File: src/rtl/uart_rx_fifo.sv
// Receive byte FIFO between uart_rx and the bus, with a level irq and ack handshake.
// Optional UART_RX_FIFO_WATERMARK_EN: irq triggers on count >= WATERMARK instead of non-empty.
module uart_rx_fifo #(
  parameter int unsigned DEPTH     = 16,
  parameter int unsigned ADDR_W    = 4,
  parameter int unsigned WATERMARK = 4
) (
  input  logic              I_clk,
  input  logic              I_reset_n,
  input  logic              I_wr_valid,
  input  logic [7:0]        I_wr_data,
  input  logic              I_rd,
  output logic [7:0]        O_rd_data,
  output logic              O_empty,
  output logic              O_full,
  output logic [ADDR_W:0]   O_count,
  output logic              O_overflow,
  input  logic              I_clr_overflow,
  output logic              O_irq,
  input  logic              I_irq_ack,
  output logic [7:0]        O_irq_id
);

  localparam int unsigned CNT_W = ADDR_W + 1;
  localparam logic [CNT_W-1:0] FULL_CNT = CNT_W'(DEPTH);
  localparam logic [CNT_W-1:0] WM_CNT   = CNT_W'(WATERMARK);
`ifdef UART_RX_FIFO_WATERMARK_EN
  localparam bit WM_EN = 1'b1;
`else
  localparam bit WM_EN = 1'b0;
`endif

  typedef enum logic [1:0] {
    IDLE    = 2'd0,
    PENDING = 2'd1,
    SERVICE = 2'd2
  } irq_state_e;

  logic [7:0]        mem_q [DEPTH];
  logic [ADDR_W-1:0] wr_ptr_q, wr_ptr_d;
  logic [ADDR_W-1:0] rd_ptr_q, rd_ptr_d;
  logic [CNT_W-1:0]  count_q, count_d;
  logic              empty_q, empty_d;
  logic              full_q, full_d;
  logic              overflow_q, overflow_d;
  logic              irq_q, irq_d;
  logic [7:0]        irq_id_q, irq_id_d;
  irq_state_e        state_q, state_d;
  logic              push, pop, trigger;

  // Datapath and irq next-state; trigger looks at the post-edge fill level
  always_comb begin
    pop        = I_rd && (count_q != '0);
    push       = I_wr_valid && ((count_q != FULL_CNT) || pop);
    wr_ptr_d   = push ? wr_ptr_q + ADDR_W'(1) : wr_ptr_q;
    rd_ptr_d   = pop  ? rd_ptr_q + ADDR_W'(1) : rd_ptr_q;
    count_d    = count_q;
    overflow_d = overflow_q;
    state_d    = state_q;

    unique case ({push, pop})
      2'b10:   count_d = count_q + CNT_W'(1);
      2'b01:   count_d = count_q - CNT_W'(1);
      default: count_d = count_q;
    endcase

    if (I_clr_overflow) overflow_d = 1'b0;
    if (I_wr_valid && !push) overflow_d = 1'b1;

    empty_d = (count_d == '0);
    full_d  = (count_d == FULL_CNT);
    trigger = WM_EN ? (count_d >= WM_CNT) : (count_d != '0);

    unique case (state_q)
      IDLE: begin
        if (trigger) state_d = PENDING;
      end
      PENDING: begin
        if (!trigger)       state_d = IDLE;
        else if (I_irq_ack) state_d = SERVICE;
      end
      SERVICE: begin
        if (pop) state_d = IDLE;
      end
      default: state_d = IDLE;
    endcase

    irq_d    = (state_d == PENDING);
    irq_id_d = irq_d ? 8'd1 : 8'd0;
  end

  always_ff @(posedge I_clk or negedge I_reset_n) begin
    if (!I_reset_n) begin
      wr_ptr_q   <= '0;
      rd_ptr_q   <= '0;
      count_q    <= '0;
      empty_q    <= 1'b1;
      full_q     <= 1'b0;
      overflow_q <= 1'b0;
      irq_q      <= 1'b0;
      irq_id_q   <= 8'd0;
      state_q    <= IDLE;
    end else begin
      wr_ptr_q   <= wr_ptr_d;
      rd_ptr_q   <= rd_ptr_d;
      count_q    <= count_d;
      empty_q    <= empty_d;
      full_q     <= full_d;
      overflow_q <= overflow_d;
      irq_q      <= irq_d;
      irq_id_q   <= irq_id_d;
      state_q    <= state_d;
    end
  end

  // Storage is intentionally not reset
  always_ff @(posedge I_clk) begin
    if (push) mem_q[wr_ptr_q] <= I_wr_data;
  end

  assign O_rd_data  = mem_q[rd_ptr_q];
  assign O_empty    = empty_q;
  assign O_full     = full_q;
  assign O_count    = count_q;
  assign O_overflow = overflow_q;
  assign O_irq      = irq_q;
  assign O_irq_id   = irq_id_q;

endmodule

File: config.mk
export PLATFORM = sky130hd
export DESIGN_NAME = uart_rx_fifo
export DESIGN_NICKNAME = d
export VERILOG_FILES = /design/src/rtl/uart_rx_fifo.sv
export SDC_FILE = /design/constraint.sdc
export NUM_CORES = 1
export LEC_CHECK = 0
export CAP_MARGIN = 5
export CORE_ASPECT_RATIO = 1.4
export CORE_UTILIZATION = 61
export DETAILED_ROUTE_END_ITERATION = 6
export GPL_TIMING_DRIVEN = 0
export PLACE_DENSITY = 0.82
export SLEW_MARGIN = 40
export SYNTH_ARGS = -nofsm -noshare
export SYNTH_HDL_FRONTEND = slang
export SYNTH_SLANG_ARGS = --single-unit
File: constraint.sdc
create_clock -name I_clk -period 9 [get_ports I_clk]
set_input_delay 1.8 -clock I_clk [delete_from_list [all_inputs] [get_ports I_clk]]
set_output_delay 1.8 -clock I_clk [all_outputs]
set_load 0.05 [all_outputs]
# Word-level counts from Yosys, hierarchy flattened
# Memories as Yosys holds them, arrays and structs flattened.
# Cells that the tools add are included.
[classes]
add_sub_neg = 4
reduce_logical = 10
eq_ne = 7
n_mux = 11
[ops]
columns = ["operator", "count"]
rows = [
  ["5-bit one-hot mux with 2 select lines", 1],
  ["5-bit nonzero test", 2],
  ["4-bit by 1-bit adder with 4-bit output, second input constant", 2],
  ["2-bit two-way mux", 4],
  ["2-bit by 1-bit equality test with 1-bit output, second input constant", 3],
  ["2-bit one-hot mux with 3 select lines", 1],
  ["5-bit by 1-bit adder with 5-bit output, second input constant", 1],
  ["5-bit equality test, second input constant", 1],
  ["5-bit logical NOT", 1],
  ["1-bit two-way mux", 5],
  ["5-bit != test, second input constant", 1],
  ["5-bit by 1-bit subtractor with 5-bit output, second input constant", 1],
  ["2-bit equality test, second input constant", 2],
  ["1-bit logical AND", 3],
  ["2-bit logical NOT", 1],
  ["2-bit nonzero test", 1],
  ["1-bit logical NOT", 1],
  ["1-bit logical OR", 1],
]
[word_totals]
elab_cells = 42
memories = 1
input_bits = 14
reg_bits = 20
out_inout_bits = 25
mem_bits_rw = 128
[memory_table]
columns = ["name", "words", "word_bits", "rd", "rd_ports_with_merged_regs", "write_ports", "line_no", "rtl"]
rows = [
  ["mem_q", 16, 8, 1, 0, 1, "39", "logic [7:0] mem_q [DEPTH];"],
]

# Logic depth before layout (Yosys ltp)
# Gate-level depths: netlist of the first run.
[logic_depth]
depth_word = 11
ltp_mapped = 10

# Worst setup path after synthesis of the first run
# No wires, ideal clock.
[synth_path]
kind = "input to register"
from = "in I_rd"
to = "reg state_q[1]"
t_required_ns = 8.874
cell_stages = 9
path_buffers = 1
arrival_time_ns = 3.845
slack_ns = 5.029
cell_sequence = "clkbuf_1 > nand2b_1 > nor2_1 > fa_1 > nor2b_1 > o32ai_1 > a211oi_1 > nand4b_2 > o311a_1"
[synth_via]
elab_chain_cells = 8
elab_cells_between_ends = 11
[synth_lines]
columns = ["item", "line_no", "rtl"]
rows = [
  ["start: declaration", "12", "input logic I_rd,"],
  ["1-bit logical AND (*)", "53", "pop = I_rd && (count_q != '0);"],
  ["1-bit logical OR", "54", "push = I_wr_valid && ((count_q != FULL_CNT) || pop);"],
  ["1-bit logical AND", "54", ""],
  ["2-bit by 1-bit equality test with 1-bit output or 2-bit equality test (tied branches)", "61", "unique case ({push, pop})"],
  ["5-bit one-hot mux with 2 select lines", "61", ""],
  ["5-bit nonzero test", "72", "trigger = WM_EN ? (count_d >= WM_CNT) : (count_d != '0);"],
  ["2-bit two-way mux, on equally long branches", "79, 76", ""],
  ["2-bit one-hot mux with 3 select lines (*)", "74", "unique case (state_q)"],
  ["net state_d[1]", "48", "irq_state_e state_q, state_d;"],
  ["end signal: assignment", "112", "state_q <= state_d;"],
  ["end: declaration", "48", ""],
]
# The timed path passes the listed nets; every way through them passes the cells marked *.
# A chain may end at the register's enable or synchronous reset.

# Worst setup path after layout of the first run
[layout_path]
from = "reg rd_ptr_q[0]"
to = "out O_rd_data[4]"
[layout_via]
elab_chain_cells = 1
[layout_lines]
columns = ["item", "line_no", "rtl"]
rows = [
  ["start: declaration", "41", "logic [ADDR_W-1:0] rd_ptr_q, rd_ptr_d;"],
  ["start signal: assignment", "105", "rd_ptr_q <= rd_ptr_d;"],
  ["memory read 16 x 8 bit", "-", ""],
  ["end: declaration", "13", "output logic [7:0] O_rd_data,"],
]
# No other way between the ends.

==> flow_metrics.tcl, run 1 <==
set metrics [dict create \
    outcome "finished clean" \
    wire_per_inst_um 24.34 \
    synth-warning-count 0 \
    r2r_end "state_q[1]$_DFF_PN0_" \
    die-area_um2 10390 \
    synthCells 318 \
    relSlewSlack 0.4186 \
    track_usage 0.2759 \
    tightest_slew_ns 0.8690 \
    wirelength_um 12730 \
    rsz0062_at_grt "false" \
    cts.path.max_buffers 2 \
    area_delta_synth_final_pct 18.93 \
    register_area_um2 4320 \
    gr-total-overflow 0 \
    crit_required_ns 7.20 \
    cts.sinks 147 \
    core_um2 9564 \
    dr.first_iter.drc_count 282 \
    vias 3193 \
    grt_pass1_vias 3332 \
    die_w_um 86.44 \
    startpoint "rd_ptr_q[0]$_DFFE_PN0P_" \
    holdWs_ns 0.4882 \
    antenna_found_initial 1 \
    setup_tns_ns 0 \
    rrSetupSlack_ns 5.46 \
    power_mw 2.601 \
    cts_tree "done" \
    met3_length_um 643 \
    critical_path_arrival_ns 3.46 \
    finalCritPeriodShare 0.5848 \
    drcViolationCount 0 \
    top_layer_used "met4" \
    cts.clk_slew.worst_paths_ns 0.06 \
    skew_ns 0.008324 \
    critPathMaxFanout 10 \
    synthDistinctLibCells 46 \
    final_max_slew_viol_count 0 \
    min_path_type "register to register" \
    cts_root_buffer "clkbuf_16" \
    hpwlAfterDp_um 8123 \
    crit_path_end "O_rd_data[4]" \
    grt_max_degree 20 \
    powerDensity_nw_per_um2 359.2 \
    cts_buffers 17 \
    postRouteAntennaNets 0 \
    path_cells "clkbuf_1 -> buf_2 -> mux4_2 -> mux4_2 -> clkdlybuf4s50_1" \
    layout-drive-gt1-share 0.2692 \
    synth_seq_area_share 0.7096 \
    power.leakage_nw 2.493 \
    worst-setup-path-type "register to output pin" \
    gp_congestion 0.7810 \
    startpoint_type "register" \
    ctsResizeCount 0 \
    vias_per_cell 6.105 \
    h-tree-depth 4 \
    ys_async_sr_fraction 0.1293 \
    hold_viol_final 0 \
    syn-cell-area_um2 6088 \
    filler_cell_count 548 \
    mostFrequentLayoutCells "128 x edfxtp_1, 40 x mux4_2, 29 x clkdlybuf4s50_1" \
    final_nets 400 \
    ir_drop_uv 195.0 \
    cpPeakStageDelay_ns 0.73 \
    layout_commonest_cell "edfxtp_1" \
    end_kind "output pin" \
    numPortBuffers 30 \
    initial_core_util 0.6366 \
    grt_pass1_wl_um 19420 \
    clock.fmax_mhz 190.0 \
    dieHeight_um 120.2 \
    synth_top_flop_cell "edfxtp_1" \
    fin_area_um2 7241 \
    cap_viol_max_count 0 \
    post_cts_buffers 0 \
    crit_top_cell "mux4_2" \
    placedInstanceArea_um2 6633 \
    crit_slowest_cell "clkdlybuf4s50_1" \
    multi_input_area_um2 1677 \
    wl_met1_um 4521 \
    final-setup-viol-count 0 \
    period_minus_slack_ns 5.263 \
    cts_hold_buf 0 \
    num_rows 42 \
    ys_ff_latch 147 \
    insertion_delay_ns 0.42 \
    r2r_cells 10 \
    ios 39 \
    regToRegStartpoint "O_count[0]$_DFF_PN0_" \
    drt_first_pass_iters 4 \
    synth-edff-count 128 \
    avgSynthCellArea_um2 19.15 \
    met2WireLength_um 7054 \
]
-- synthesized netlist by cell type (all sizes together) (2+ instances only) --
master | instances | area [um^2]
edfxtp | 128 | 3844
mux4 | 40 | 900.9
nor2 | 21 | 78.83
buf | 18 | 110.1
dfrtp | 18 | 450.4
nand2 | 12 | 45.04
ha | 8 | 100.1
xnor2 | 7 | 61.31
clkbuf | 6 | 22.52
inv | 5 | 18.77
nand2b | 4 | 25.02
nor3 | 4 | 20.02
a21oi | 3 | 15.01
mux2i | 3 | 30.03
o21ai | 3 | 15.01
or4 | 3 | 26.27
xor2 | 3 | 26.28
a211oi | 2 | 15.01
a21o | 2 | 15.01
nand4 | 2 | 12.51
nor2b | 2 | 12.51
nor3b | 2 | 15.01
o21ba | 2 | 20.02
o32ai | 2 | 17.52
-- routing by layer --
metal,up-vias,GRT usage
li1,1382,-
met1,1640,0.3133
met2,134,0.4797
met3,37,0.06212
met4,0,0.1510
met5,-,0
-- flip-flops by register name, summed over array words and instances, names as in the netlist --
name,cells
O_count,5
O_irq_id,1
rd_ptr_q,4
mem_q,128
state_q,2
O_full,1
wr_ptr_q,4
O_overflow,1
O_empty,1
-- worst min path at each step --
| stage | cells past startpoint | slack (ns) | startpoint | end |
|---|---|---|---|---|
| global route | 2 | 0.53 | O_overflow$_DFFE_PN0P_ | O_overflow$_DFFE_PN0P_ |
| floorplan | 1 | 0.52 | state_q[1]$_DFF_PN0_ | state_q[1]$_DFF_PN0_ |
| detailed placement | 2 | 0.48 | O_overflow$_DFFE_PN0P_ | O_overflow$_DFFE_PN0P_ |
| CTS | 2 | 0.50 | O_overflow$_DFFE_PN0P_ | O_overflow$_DFFE_PN0P_ |
| finish | 2 | 0.49 | O_overflow$_DFFE_PN0P_ | O_overflow$_DFFE_PN0P_ |
| global placement | 2 | 0.49 | O_overflow$_DFFE_PN0P_ | O_overflow$_DFFE_PN0P_ |
-- cell type report --
cell class,count,share of cell area
Antenna cell,1,0.0003456
Buffer,24,0.01849
Clock buffer,22,0.07016
Clock inverter,10,0.01244
Inverter,5,0.002592
Multi-Input combinational cell,148,0.2316
Sequential cell,147,0.5967
Tap cell,132,0.02281
Timing Repair Buffer,34,0.04493
-- kinds of logic (layout without fill, tap and decap cells) --
family | count (synthesis) | after routing | synth area share
flops | 147 | 147 | 0.7096
xor+xnor | 10 | 10 | 0.01439
fa+ha+maj | 9 | 9 | 0.01973
mux | 44 | 44 | 0.1547
other cells | 1 | 8 | 0.0006159
compound gates | 23 | 23 | 0.02816
simple gates | 55 | 55 | 0.04788
buf+inv | 29 | 95 | 0.02487
-- metrics by stage --
step / worst slack, ns / instances / util
CTS: 3.678 / 522 / 0.7560
floorplan: 5.029 / 324 / -
global route: 3.614 / 523 / 0.7571
detailed placement: 4.141 / 490 / 0.6935
global placement: 3.852 / 486 / 0.6876
finish: 3.737 / 523 / 0.7571
-- report_power, final --
group          internal [mW]  switching, mW
Clock                  0.431          0.268
Combinational          0.413          0.596
Sequential             0.845         0.0495
Total                   1.69          0.913
-- critical path, delay by kind of cell, from the launching register on --
family,cells,cell delay [ns]
DFF,1,0.35
muxes,2,1.12
buffers and inverters,3,1.57
Power figures use the tool's default switching activity.
==> inputs of run 2 (changes only) <==
Settings changed: CORE_UTILIZATION 61 to 59, PLACE_DENSITY 0.82 to 0.79.
Clock period 9 ns to 5 ns, I/O delays scaled along.
==> run 2 against run 1 <==
Wire length is 2.7% lower. Die area is 3.3% higher. Register-to-register slack worse by 4.1 ns. Total power is 79% higher. Cell area is 0.57% lower. Count of clock-buffer cells in the layout is 5 lower. Worst setup slack worse by 3.2 ns. Clock skew hardly changed.
==> flow_metrics.tcl, run 2 (synthesized netlist as in run 1, its figures left out) <==
set metrics [dict create \
    numPortBuffers 30 \
    track_usage 0.2570 \
    cts_buffers 17 \
    core_um2 9953 \
    powerDensity_nw_per_um2 646.8 \
    antenna_cells 0 \
    cts_root_buffer "clkbuf_16" \
    die_w_um 87.86 \
    r2r_end "state_q[1]$_DFF_PN0_" \
    wirelength_um 12380 \
    ir_drop_uv 482.8 \
    drt_first_pass_iters 5 \
    layout-drive-gt1-share 0.2604 \
    power.leakage_nw 2.458 \
    gp_congestion 0.8152 \
    cts_hold_buf 0 \
    r2r_cells 10 \
    vias_per_cell 6.239 \
    tightest_slew_ns 0.8315 \
    largest_reg_flops 128 \
    final-setup-viol-count 0 \
    area_delta_synth_final_pct 18.25 \
    hold_viol_final 0 \
    postRouteAntennaNets 0 \
    use_met1 0.2933 \
    met3_usage 0.06978 \
    critical_path_arrival_ns 3.51 \
    critPathMaxFanout 10 \
    gr-total-overflow 0 \
    cts.clk_slew.worst_paths_ns 0.06 \
    insertion_delay_ns 0.42 \
    startpoint_type "register" \
    rrSetupSlack_ns 1.34 \
    dr.first_iter.drc_count 258 \
    regMostFlops "mem_q" \
    cts.path.max_buffers 2 \
    final_nets 396 \
    die-area_um2 10740 \
    layout_commonest_cell "edfxtp_1" \
    dieHeight_um 122.2 \
    startpoint "rd_ptr_q[0]$_DFFE_PN0P_" \
    antenna_found_initial 0 \
    ctsResizeCount 0 \
    worst-setup-path-type "register to output pin" \
    relSlewSlack 0.4426 \
    ios 39 \
    drcViolationCount 0 \
    placedInstanceArea_um2 6606 \
    grt-busiest-layer "met2" \
    initial_core_util 0.6117 \
    outcome "finished clean" \
    grt_pass1_vias 3300 \
    mostFrequentLayoutCells "128 x edfxtp_1, 40 x mux4_2, 29 x clkdlybuf4s50_1" \
    min_path_type "register to register" \
    hpwlAfterDp_um 8137 \
    fin_area_um2 7199 \
    cts_tree "done" \
    crit_path_end "O_rd_data[3]" \
    cap_viol_max_count 0 \
    setup_tns_ns 0 \
    post_cts_buffers 0 \
    wire_per_inst_um 23.86 \
    met2_usage 0.4336 \
    grt_pass1_wl_um 18600 \
    period_minus_slack_ns 4.511 \
    rsz0062_at_grt "false" \
    end_kind "output pin" \
    finalCritPeriodShare 0.9023 \
    skew_ns 0.008701 \
    regToRegStartpoint "O_count[0]$_DFF_PN0_" \
    clock.fmax_mhz 221.7 \
    vias 3238 \
    crit_required_ns 4.00 \
    num_rows 43 \
    grt_max_degree 20 \
    cts.sinks 147 \
    power_mw 4.656 \
    final_max_slew_viol_count 0 \
    h-tree-depth 4 \
]
[run 2: critical path, stage by stage, from the launching register on]
cell and delay, ns:
dfrtp_1 0.36, clkbuf_1 0.43, buf_2 0.43, mux4_2 0.57, mux4_2 0.53, clkdlybuf4s50_1 0.76
[run 2: layer usage]
| metal | up-vias | share of wire |
|---|---|---|
| li1 | 1375 | - |
| met1 | 1656 | 0.35 |
| met4 | 0 | 0.035 |
| met3 | 41 | 0.071 |
| met2 | 166 | 0.55 |
| met5 | - | 0 |
[run 2: report_power, final]
part           total, mW  switching (mW)  internal (mW)
combinational       1.81            1.07          0.738
clock               1.23           0.466          0.769
sequential          1.61          0.0911           1.52
total               4.66            1.63           3.03
[run 2: area by class of cell]
type	instances	area (um^2)
Timing Repair Buffer	30	295.3
Inverter	5	18.77
Buffer	24	133.9
Multi-Input combinational cell	148	1694
Tap cell	135	168.9
Clock inverter	13	142.6
Clock buffer	17	425.4
Sequential cell	147	4320
Fill cell	579	2754
[run 2: metrics by stage]
| stage | util | instances | setup slack (ns) | hold slack (ns) |
|---|---|---|---|---|
| floorplan | - | 324 | 1.643 | 0.5241 |
| global placement | 0.6611 | 489 | 0.6815 | 0.4797 |
| detailed placement | 0.6637 | 489 | 0.9420 | 0.4790 |
| CTS | 0.7208 | 519 | 0.4149 | 0.5020 |
| global route | 0.7233 | 519 | 0.3131 | 0.5288 |
| finish | 0.7233 | 519 | 0.4887 | 0.4895 |
[run 2: how the worst min path moves through the flow]
stage / start / to / slack (ns) / depth (start not counted)
3_3_place_gp: O_overflow$_DFFE_PN0P_ / O_overflow$_DFFE_PN0P_ / 0.48 / 2
5_1_grt: O_overflow$_DFFE_PN0P_ / O_overflow$_DFFE_PN0P_ / 0.53 / 2
6_report: O_overflow$_DFFE_PN0P_ / O_overflow$_DFFE_PN0P_ / 0.49 / 2
4_1_cts: O_overflow$_DFFE_PN0P_ / O_overflow$_DFFE_PN0P_ / 0.50 / 2
3_5_place_dp: O_overflow$_DFFE_PN0P_ / O_overflow$_DFFE_PN0P_ / 0.48 / 2
2_1_floorplan: state_q[1]$_DFF_PN0_ / state_q[1]$_DFF_PN0_ / 0.52 / 1
